==> config.mk <==
export PLATFORM = sky130hd
export DESIGN_NAME = mandelbrot_renderer
export DESIGN_NICKNAME = d
export VERILOG_FILES = /design/src/rtl/mandelbrot_pkg.sv /design/src/rtl/mandel_iter_step.sv /design/src/rtl/mandelbrot_renderer.sv
export SDC_FILE = /design/constraint.sdc
export NUM_CORES = 2
export LEC_CHECK = 0
export ABC_AREA = 1
export ABC_CLOCK_PERIOD_IN_PS = 19100
export CAP_MARGIN = 20
export CORE_MARGIN = 1
export CORE_UTILIZATION = 45
export CTS_CLUSTER_DIAMETER = 40
export DETAILED_ROUTE_END_ITERATION = 6
export PLACE_DENSITY = 0.67
export SETUP_SLACK_MARGIN = 0.05
export SLEW_MARGIN = 0
export SYNTH_ARGS = -nofsm -noshare
export SYNTH_HDL_FRONTEND = slang
export SYNTH_SLANG_ARGS = --single-unit
==> constraint.sdc <==
create_clock -name clk -period 19.1 [get_ports clk]
set_input_delay 4.775 -clock clk [delete_from_list [all_inputs] [get_ports clk]]
set_output_delay 4.775 -clock clk [all_outputs]
set_load 0.005 [all_outputs]
==> src/rtl/mandelbrot_pkg.sv <==
// Shared types and fixed-point constants for the Mandelbrot pixel engine.
// Coordinates are signed Q4.14 held in 18 bits; escape radius is |z|^2 > 4.0.
package mandelbrot_pkg;

  localparam int FRAC       = 14;
  localparam int QW         = 18;
  localparam int ESCAPE_MAG = 65536;
  localparam int AW         = 17;
  localparam int MAGW       = 23;

  typedef enum logic [2:0] {
    S_IDLE,
    S_INIT,
    S_ITER,
    S_WRITE,
    S_DONE
  } state_e;

  typedef logic [AW-1:0]        addr_t;
  typedef logic signed [QW-1:0] coord_t;

endpackage

==> src/rtl/mandel_iter_step.sv <==
// One combinational Mandelbrot iteration: z' = z^2 + c plus the escape test on the current z.
// Squares are floored back to Q4.14; the cross term uses >>>13 to fold in the factor of two.
module mandel_iter_step
  import mandelbrot_pkg::*;
(
  input  logic signed [QW-1:0] zx,
  input  logic signed [QW-1:0] zy,
  input  logic signed [QW-1:0] cx,
  input  logic signed [QW-1:0] cy,
  output logic signed [QW-1:0] zx_next,
  output logic signed [QW-1:0] zy_next,
  output logic                 escape
);

  logic signed [2*QW-1:0] w_zx_ext;
  logic signed [2*QW-1:0] w_zy_ext;
  logic signed [2*QW-1:0] w_zx_sq;
  logic signed [2*QW-1:0] w_zy_sq;
  logic signed [2*QW-1:0] w_zxzy;
  logic signed [2*QW-1:0] w_zx_sq_q;
  logic signed [2*QW-1:0] w_zy_sq_q;
  logic signed [2*QW-1:0] w_zxzy_q;
  logic [MAGW-1:0]        w_mag;
  logic                   w_unused;

  assign w_zx_ext = {{QW{zx[QW-1]}}, zx};
  assign w_zy_ext = {{QW{zy[QW-1]}}, zy};

  assign w_zx_sq = w_zx_ext * w_zx_ext;
  assign w_zy_sq = w_zy_ext * w_zy_ext;
  assign w_zxzy  = w_zx_ext * w_zy_ext;

  assign w_zx_sq_q = w_zx_sq >>> FRAC;
  assign w_zy_sq_q = w_zy_sq >>> FRAC;
  assign w_zxzy_q  = w_zxzy >>> (FRAC - 1);

  // Squares are non-negative and below 2^21 for any 18-bit z, so 23 bits cannot wrap.
  assign w_mag  = w_zx_sq_q[MAGW-1:0] + w_zy_sq_q[MAGW-1:0];
  assign escape = (w_mag > MAGW'(ESCAPE_MAG));

  assign zx_next = w_zx_sq_q[QW-1:0] - w_zy_sq_q[QW-1:0] + cx;
  assign zy_next = w_zxzy_q[QW-1:0] + cy;

  assign w_unused = ^{w_zx_sq_q[2*QW-1:MAGW], w_zy_sq_q[2*QW-1:MAGW], w_zxzy_q[2*QW-1:QW]};

endmodule

==> src/rtl/mandelbrot_renderer.sv <==
// Framebuffer producer: walks every pixel in raster order, iterates z = z^2 + c one step
// per cycle, and writes the escape count (0 = in set) to y*H_RES + x.
module mandelbrot_renderer
  import mandelbrot_pkg::*;
#(
  parameter int H_RES    = 320,
  parameter int V_RES    = 240,
  parameter int MAX_ITER = 255,
  parameter int X_START  = -32768,
  parameter int Y_START  = -18480,
  parameter int STEP     = 154
) (
  input  logic          clk,
  input  logic          reset,
  input  logic          start,
  output logic          busy,
  output logic          frame_done,
  output logic          we,
  output logic [AW-1:0] waddr,
  output logic [7:0]    wdata
);

  localparam int XW = (H_RES > 1) ? $clog2(H_RES) : 1;
  localparam int YW = (V_RES > 1) ? $clog2(V_RES) : 1;

  state_e         r_state;
  state_e         w_state_next;
  logic [XW-1:0]  r_x;
  logic [YW-1:0]  r_y;
  coord_t         r_cx;
  coord_t         r_cy;
  coord_t         r_zx;
  coord_t         r_zy;
  logic [7:0]     r_iter;
  addr_t          r_addr;
  addr_t          r_waddr;
  logic [7:0]     r_wdata;
  logic           r_we;
  logic           r_busy;
  logic           r_frame_done;
  logic           w_busy_next;
  logic           w_frame_done_next;
  logic           w_we_next;
  coord_t         w_zx_next;
  coord_t         w_zy_next;
  logic           w_escape;
  logic           w_iter_max;
  logic           w_row_end;
  logic           w_last_pixel;

  mandel_iter_step u_step (
    .zx      (r_zx),
    .zy      (r_zy),
    .cx      (r_cx),
    .cy      (r_cy),
    .zx_next (w_zx_next),
    .zy_next (w_zy_next),
    .escape  (w_escape)
  );

  assign w_iter_max   = (r_iter == 8'(MAX_ITER));
  assign w_row_end    = (r_x == XW'(H_RES - 1));
  assign w_last_pixel = w_row_end && (r_y == YW'(V_RES - 1));

  always_ff @(posedge clk) begin
    if (reset) begin
      r_state <= S_IDLE;
    end else begin
      r_state <= w_state_next;
    end
  end

  always_comb begin
    w_state_next = r_state;
    case (r_state)
      S_IDLE:  if (start) w_state_next = S_INIT;
      S_INIT:  w_state_next = S_ITER;
      S_ITER:  if (w_escape || w_iter_max) w_state_next = S_WRITE;
      S_WRITE: w_state_next = w_last_pixel ? S_DONE : S_INIT;
      S_DONE:  if (start) w_state_next = S_INIT;
      default: w_state_next = S_IDLE;
    endcase
  end

  // Status outputs are decoded from the next state so they are registered yet line up with it.
  always_comb begin
    w_busy_next       = (w_state_next != S_IDLE) && (w_state_next != S_DONE);
    w_frame_done_next = (w_state_next == S_DONE);
    w_we_next         = (w_state_next == S_WRITE);
  end

  always_ff @(posedge clk) begin
    if (reset) begin
      r_busy       <= 1'b0;
      r_frame_done <= 1'b0;
      r_we         <= 1'b0;
    end else begin
      r_busy       <= w_busy_next;
      r_frame_done <= w_frame_done_next;
      r_we         <= w_we_next;
    end
  end

  always_ff @(posedge clk) begin
    if (reset) begin
      r_x     <= '0;
      r_y     <= '0;
      r_cx    <= '0;
      r_cy    <= '0;
      r_zx    <= '0;
      r_zy    <= '0;
      r_iter  <= '0;
      r_addr  <= '0;
      r_waddr <= '0;
      r_wdata <= '0;
    end else begin
      case (r_state)
        S_IDLE, S_DONE: begin
          if (start) begin
            r_x    <= '0;
            r_y    <= '0;
            r_cx   <= QW'(X_START);
            r_cy   <= QW'(Y_START);
            r_addr <= '0;
          end
        end
        S_INIT: begin
          r_zx   <= '0;
          r_zy   <= '0;
          r_iter <= '0;
        end
        S_ITER: begin
          if (w_escape) begin
            r_wdata <= r_iter;
            r_waddr <= r_addr;
          end else if (w_iter_max) begin
            r_wdata <= '0;
            r_waddr <= r_addr;
          end else begin
            r_zx   <= w_zx_next;
            r_zy   <= w_zy_next;
            r_iter <= r_iter + 8'd1;
          end
        end
        S_WRITE: begin
          r_addr <= r_addr + addr_t'(1);
          if (w_row_end) begin
            r_x  <= '0;
            r_cx <= QW'(X_START);
            r_y  <= r_y + YW'(1);
            r_cy <= r_cy + QW'(STEP);
          end else begin
            r_x  <= r_x + XW'(1);
            r_cx <= r_cx + QW'(STEP);
          end
        end
        default: ;
      endcase
    end
  end

  assign busy       = r_busy;
  assign frame_done = r_frame_done;
  assign we         = r_we;
  assign waddr      = r_waddr;
  assign wdata      = r_wdata;

endmodule
; ---- Yosys cells after proc, flatten, opt, wreduce, memory -nomap -nowiden
; Cells that the tools add are included.
[classes]
add_sub_neg = 10
mul = 3
n_div = 0
magnitude_cmp = 1
eq_ne = 14
n_shift = 0
muxes = 31
bitwise = 0
reduce_logical = 13
[ops]
columns = op, n
row1 = two-way mux 18 bit, 8
row2 = case mux 18 bit (2 select lines), 4
row3 = multiplier 18 x 18 -> 36 bit, 2
row4 = two-way mux 17 bit, 3
row5 = two-way mux 8 bit, 6
row6 = adder 18 bit, 2
row7 = "adder 18 x 9 -> 18 bit, second input constant", 2
row8 = case mux 17 bit (2 select lines), 1
row9 = case mux 8 bit (2 select lines), 2
row10 = multiplier 18 x 18 -> 31 bit, 1
row11 = adder 22 x 22 -> 23 bit, 1
row12 = "greater-than comparator 23 x 17 -> 1 bit, second input constant", 1
row13 = two-way mux 9 bit, 2
row14 = case mux 9 bit (2 select lines), 1
row15 = subtractor 18 bit, 1
row16 = "adder 17 x 1 -> 17 bit, second input constant", 1
row17 = "adder 8 x 1 -> 8 bit, second input constant", 2
row18 = "equality test 8 bit, second input constant", 2
row19 = case mux 3 bit (4 select lines), 1
row20 = "adder 9 x 1 -> 9 bit, second input constant", 1
row21 = "equality test 3 x 2 -> 1 bit, second input constant", 3
row22 = "equality test 9 bit, second input constant", 1
row23 = two-way mux 3 bit, 3
row24 = "equality test 3 bit, second input constant", 2
row25 = other kinds (12), 19
[totals]
ff_bits = 145
latchBits = 0
ram_bits = 0
romBits = 0
inputBits = 3
output_inout_bits = 28
elab_cells = 86
mem_count = 0

; ---- Longest topological paths before layout
[depth]
word_depth = 8
depth_mapped = 55
ltp_nobuf = 52

; ---- Hierarchy
; Synthesis repeated with hierarchy kept, for this count alone.
[unflattened]
cells_unflattened = 5615
hier_area_um2 = 43516.7
[modules_own_cells]
columns = mod, instances, cells_each, area_per_inst_um2
row1 = mandel_iter_step, 1, 4680, 36766.5
row2 = mandelbrot_renderer, 1, 935, 6750.2

; ---- Worst setup path after synthesis
; No wires, ideal clock.
[synth_path]
kind = reg-to-reg
startpoint = register r_zy[3]
endpoint = register r_zy[16]
setup_ns = 0.132
arrival_ns = 7.863
t_required_ns = 18.968
slack_ns = 11.105
path_stages_with_launch = 49
path_buffers = 3
period_less_slack_ns = 7.995
path_cell_list = dfxtp_1 > clkbuf_1 > buf_1 > nand2_1 > fa_1 > fa_1 > fa_1 > fa_1 > inv_1 > fa_1 > inv_1 > fa_1 > inv_1 > ha_1 > nand2_1 > inv_1 > nand2_1 > nand2_1 > [13 not listed] > nand2_1 > inv_1 > nand3_2 > nand2_1 > nand2_1 > inv_1 > nand2_2 > nand2_1 > nand3_1 > nand2_1 > nand2_1 > nor2_4 > nand2_8 > nand2_8 > nand2_4 > buf_4 > nand2_1 > a21oi_1
[synth_between]
elab_chain_cells = 5
elab_cells_between_ends = 10
classes_between = add/sub (2) / mul (2) / order compare (1) / eq/ne (1) / mux (3) / reduce/logical (1)
[synth_lines]
columns = element, line_no
row1 = "start, declared", mandelbrot_renderer.sv:33  ; coord_t r_zy;
row2 = "start signal, assigned", mandelbrot_renderer.sv:141  ; r_zy <= w_zy_next;
row3 = multiplier 18 x 18 -> 36 bit / multiplier 18 x 18 -> 31 bit (equally long branches), "mandel_iter_step.sv:30, mandel_iter_step.sv:31"
row4 = adder 22 x 22 -> 23 bit / adder 18 bit (equally long branches), "mandel_iter_step.sv:38, mandel_iter_step.sv:42"
row5 = greater-than comparator 23 x 17 -> 1 bit / two-way mux 18 bit (equally long branches), "mandel_iter_step.sv:39, mandelbrot_renderer.sv:136"
row6 = inequality test 2 bit (no source line) / two-way mux 18 bit (equally long branches), n/a
row7 = AND reduction 3 bit (no source line) / case mux 18 bit (2 select lines) (equally long branches), n/a
; Parallel ways exist; a longest one is shown, timed or not. The select of a mux whose other input is x is not followed.
; A chain may end at the register's enable or synchronous reset.

; ---- Worst setup path after layout
[layout_path]
startpoint = register r_zy[17]
endpoint = register r_zx[15]
[layout_between]
elab_chain_cells = 6
elab_cells_between_ends = 10
classes_between = add/sub (3) / mul (1) / order compare (1) / eq/ne (1) / mux (3) / reduce/logical (1)
[layout_lines]
columns = element, line_no
row1 = multiplier 18 x 18 -> 36 bit (*), mandel_iter_step.sv:30  ; assign w_zy_sq = w_zy_ext * w_zy_ext;
row2 = subtractor 18 bit, mandel_iter_step.sv:41  ; assign zx_next = w_zx_sq_q[QW-1:0] - w_zy_sq_q[QW-1:0] + cx;
row3 = adder 18 bit, mandel_iter_step.sv:41
row4 = two-way mux 18 bit, mandelbrot_renderer.sv:136  ; end else if (w_iter_max) begin
row5 = two-way mux 18 bit, mandelbrot_renderer.sv:133  ; if (w_escape) begin
row6 = case mux 18 bit (2 select lines), mandelbrot_renderer.sv:117  ; case (r_state)
row7 = "end signal, assigned", mandelbrot_renderer.sv:140  ; r_zx <= w_zx_next;
row8 = "end, declared", mandelbrot_renderer.sv:32  ; coord_t r_zx;
; Mark *: on every way between the ends. The rest lies on a longest branch, timed or not. The select of a mux whose other input is x is not followed.

==> flow_summary.toml <==
[status]
status = "complete, no violations"

[logic_synthesis]
yosysWarningCount = 0
synth_ff_type = "dfxtp_1"
synth.area.top_cells = "fa_1 (41%), inv_1 (14%), nand2_1 (11%)"
yosys-top-cells-count = "inv_1 (1608), nand2_1 (1246), fa_1 (887)"
ys_ff_latch = 143
synthArstFlopShare_pct = 0
syn-num-nets = 6800
avgSynthCellArea_um2 = 7.74
synth_most_common_cell = "inv_1"
synthDistinctLibCells = 59
ys_seq_area_share_pct = 6.65
synth_edf_count = 0
yosysTopAreaCellShare_pct = 41.3
synth.largest_area_cell = "fa_1"
synth_cells = 5557
syn_area_um2 = 43000

[detailed_routing]
firstDrtPassIters = 6
dr_total_vias = 33500
totalWireLength_um = 110000
drt-initial-drc-count = 2332
drc = 0
viasPerCell = 4.97
antenna_left = 0
wl_per_cell_um = 16.4

[clock_network]
hold_buffers = 0
cts_made_buffers = 17
post_cts_buffers = 0
clock_sinks = 143
insertion_delay_ps = 430
cts-root-buf = "clkbuf_16"
cts_resized = 0
clk_path_buf_depth = 2
cts_tree = "built"
clk_pin_slew_ps = 70
h-tree-depth = 4

[worst_setup_path]
cp_num_buf_inv = 7
end_kind = "flip-flop"
critPathMaxFanout = 45
setup.worst_path.class = "reg2reg"
cpPeakStageDelay_ps = 610
worst-path-stages = 39
path_delay_family = "adder cells"
cpMostUsedCell = "nand2_1"
rr_worst_depth = 39
crit_arrival_ps = 10150
critPathLaunchType = "flip-flop"
crit_slowest_cell = "inv_1"
required_ps = 19380

[sta]
slew_violations = 0
setup_viol = 0
hold_ws_ps = 461
worstMarginPinSlew_ps = 1120
rsz0062_at_grt = "false"
period_share_pct = 51.6
slew-limit-headroom_pct = 25.5
post-route-min-period_ps = 9860
fin_worst_skew_ps = 15.4
hold_viol = 0
clock.fmax_mhz = 101
tns_ps = 0

[layout]
drive_gt1_share_pct = 3.42
diodes = 0
nNetsFinal = 6703
postLayoutCellArea_um2 = 45100
synthToLayoutAreaGrowth_pct = 4.78
fin_util_pct = 47.5

[placed_design]
place.gp.congestion = 0.932
portBuffers = 30
hpwl_um = 88700
placement.cell_area_um2 = 44500

[power]
switchingPower_uw = 396
pwr-share-comb_pct = 34.9
p_clk_share_pct = 32.7
p_leak_uw = 0.0248
swShare_pct = 39.9
internal-power_uw = 596
pwr-share-seq_pct = 32.4
vdd_drop_max_mv = 0.0800
power.density_cell_area_nw_per_um2 = 22.0

[die]
core_area_um2 = 94900
initial_core_util_pct = 45.4
num_io_pins = 31
rows = 113
die_x_um = 311
die_height_um = 311
dieArea_um2 = 96900

[global_route]
antenna_found_initial = 1
grt_use_met1_pct = 31.8
met3_usage_pct = 2.29
grt_use_met2_pct = 40.5
busiest_layer = "met2"
track_usage_pct = 23.5
grt_max_degree = 61
grt_pass1_wl_um = 182000
grt_pass1_vias = 34600
overflow = 0

[hold_path]
min_path_type = "reg2reg"
whs_path_depth = 2

[flow_run]
maxCapViolations = 0
==> placed cells by master (no fill, tap or decap), drive strengths merged, types with 2 or more instances in the layout <==
cell type / count
ha: 353
o21bai: 18
clkbuf: 17
o2111ai: 2
xnor2: 62
nor3: 36
nand4: 22
a221oi: 7
o21ai: 65
a31oi: 16
nand3: 170
clkdlybuf4s50: 29
a21o: 13
clkinvlp: 2
a32oi: 3
a31o: 3
a21oi: 230
buf: 45
o21a: 3
clkinv: 7
nor3b: 8
fa: 887
xor2: 90
o31ai: 7
o211ai: 3
or2: 15
nor2: 261
inv: 1625
a211oi: 11
nand3b: 7
conb: 2
dfxtp: 143
nor4: 11
nand2: 1292
==> layer usage <==
layer / part of all wire (%) / vias to the layer above
met5: 0.012 / -
met4: 2.8 / 2
met3: 5.8 / 173
met2: 49 / 830
met1: 42 / 16600
li1: - / 15900
==> worst reg2reg max path, delay by kind of cell (launching register included) <==
family	cells	cell delay, ps
buffers and inverters	7	1420
flip-flops	1	400
adder cells (fa/ha/maj)	8	3620
AO/OA/AOI/OAI	4	690
XOR/XNOR	1	440
AND/OR/NAND/NOR	19	3140
==> worst paths after layout <==
kind	from	to	slack (ps)
setup / recovery	r_zy[17]	r_zx[15]	9240
hold / removal	r_zy[7]	r_zy[7]	460
setup reg to reg	r_zy[17]	r_zx[15]	9240
hold reg to reg	r_zy[7]	r_zy[7]	460
==> cell families after synthesis <==
family          after synthesis  synth area share (%)
simple gates               1823                  17.7
fa+ha+maj                  1240                  51.5
buf+inv                    1809                  15.9
other cells                   2                0.0175
flops                       143                  6.65
xor+xnor                    152                  3.09
compound gates              388                  5.10
==> layout make-up <==
class,count,area (um^2)
Sequential cell,143,2870
Clock buffer,17,425
Inverter,1619,6080
Fill cell,9402,49800
Clock inverter,15,146
Timing Repair Buffer,74,668
Multi-Input combinational cell,3605,33300
Tap cell,1265,1580
==> sequential cells by signal, summed over array words and instances (netlist names) <==
name and flops:
wdata 8, r_state 3, waddr 17, r_x 9, busy 1, r_cx 17, r_iter 8, r_y 8
r_addr 17, we 1, frame_done 1, r_zx 18, r_cy 17, r_zy 18
==> stage by stage <==
stage | worst slack [ps] | std cells | total power, uW
after floorplan | 11100 | 5557 | 581
after global placement | 9350 | 6703 | 664
after detailed placement | 9260 | 6703 | 668
after CTS | 9240 | 6735 | 992
after global routing | 8590 | 6738 | 1050
final | 9240 | 6738 | 992
==> power groups by stage <==
stage / sequential [uW] / combinational, uW / clock, uW
5_1_grt: 323 / 385 / 344
4_1_cts: 321 / 341 / 329
6_report: 322 / 346 / 324
3_3_place_gp: 328 / 336 / 0
3_5_place_dp: 328 / 340 / 0
2_1_floorplan: 321 / 260 / 0
Power figures use the tool's default switching activity.
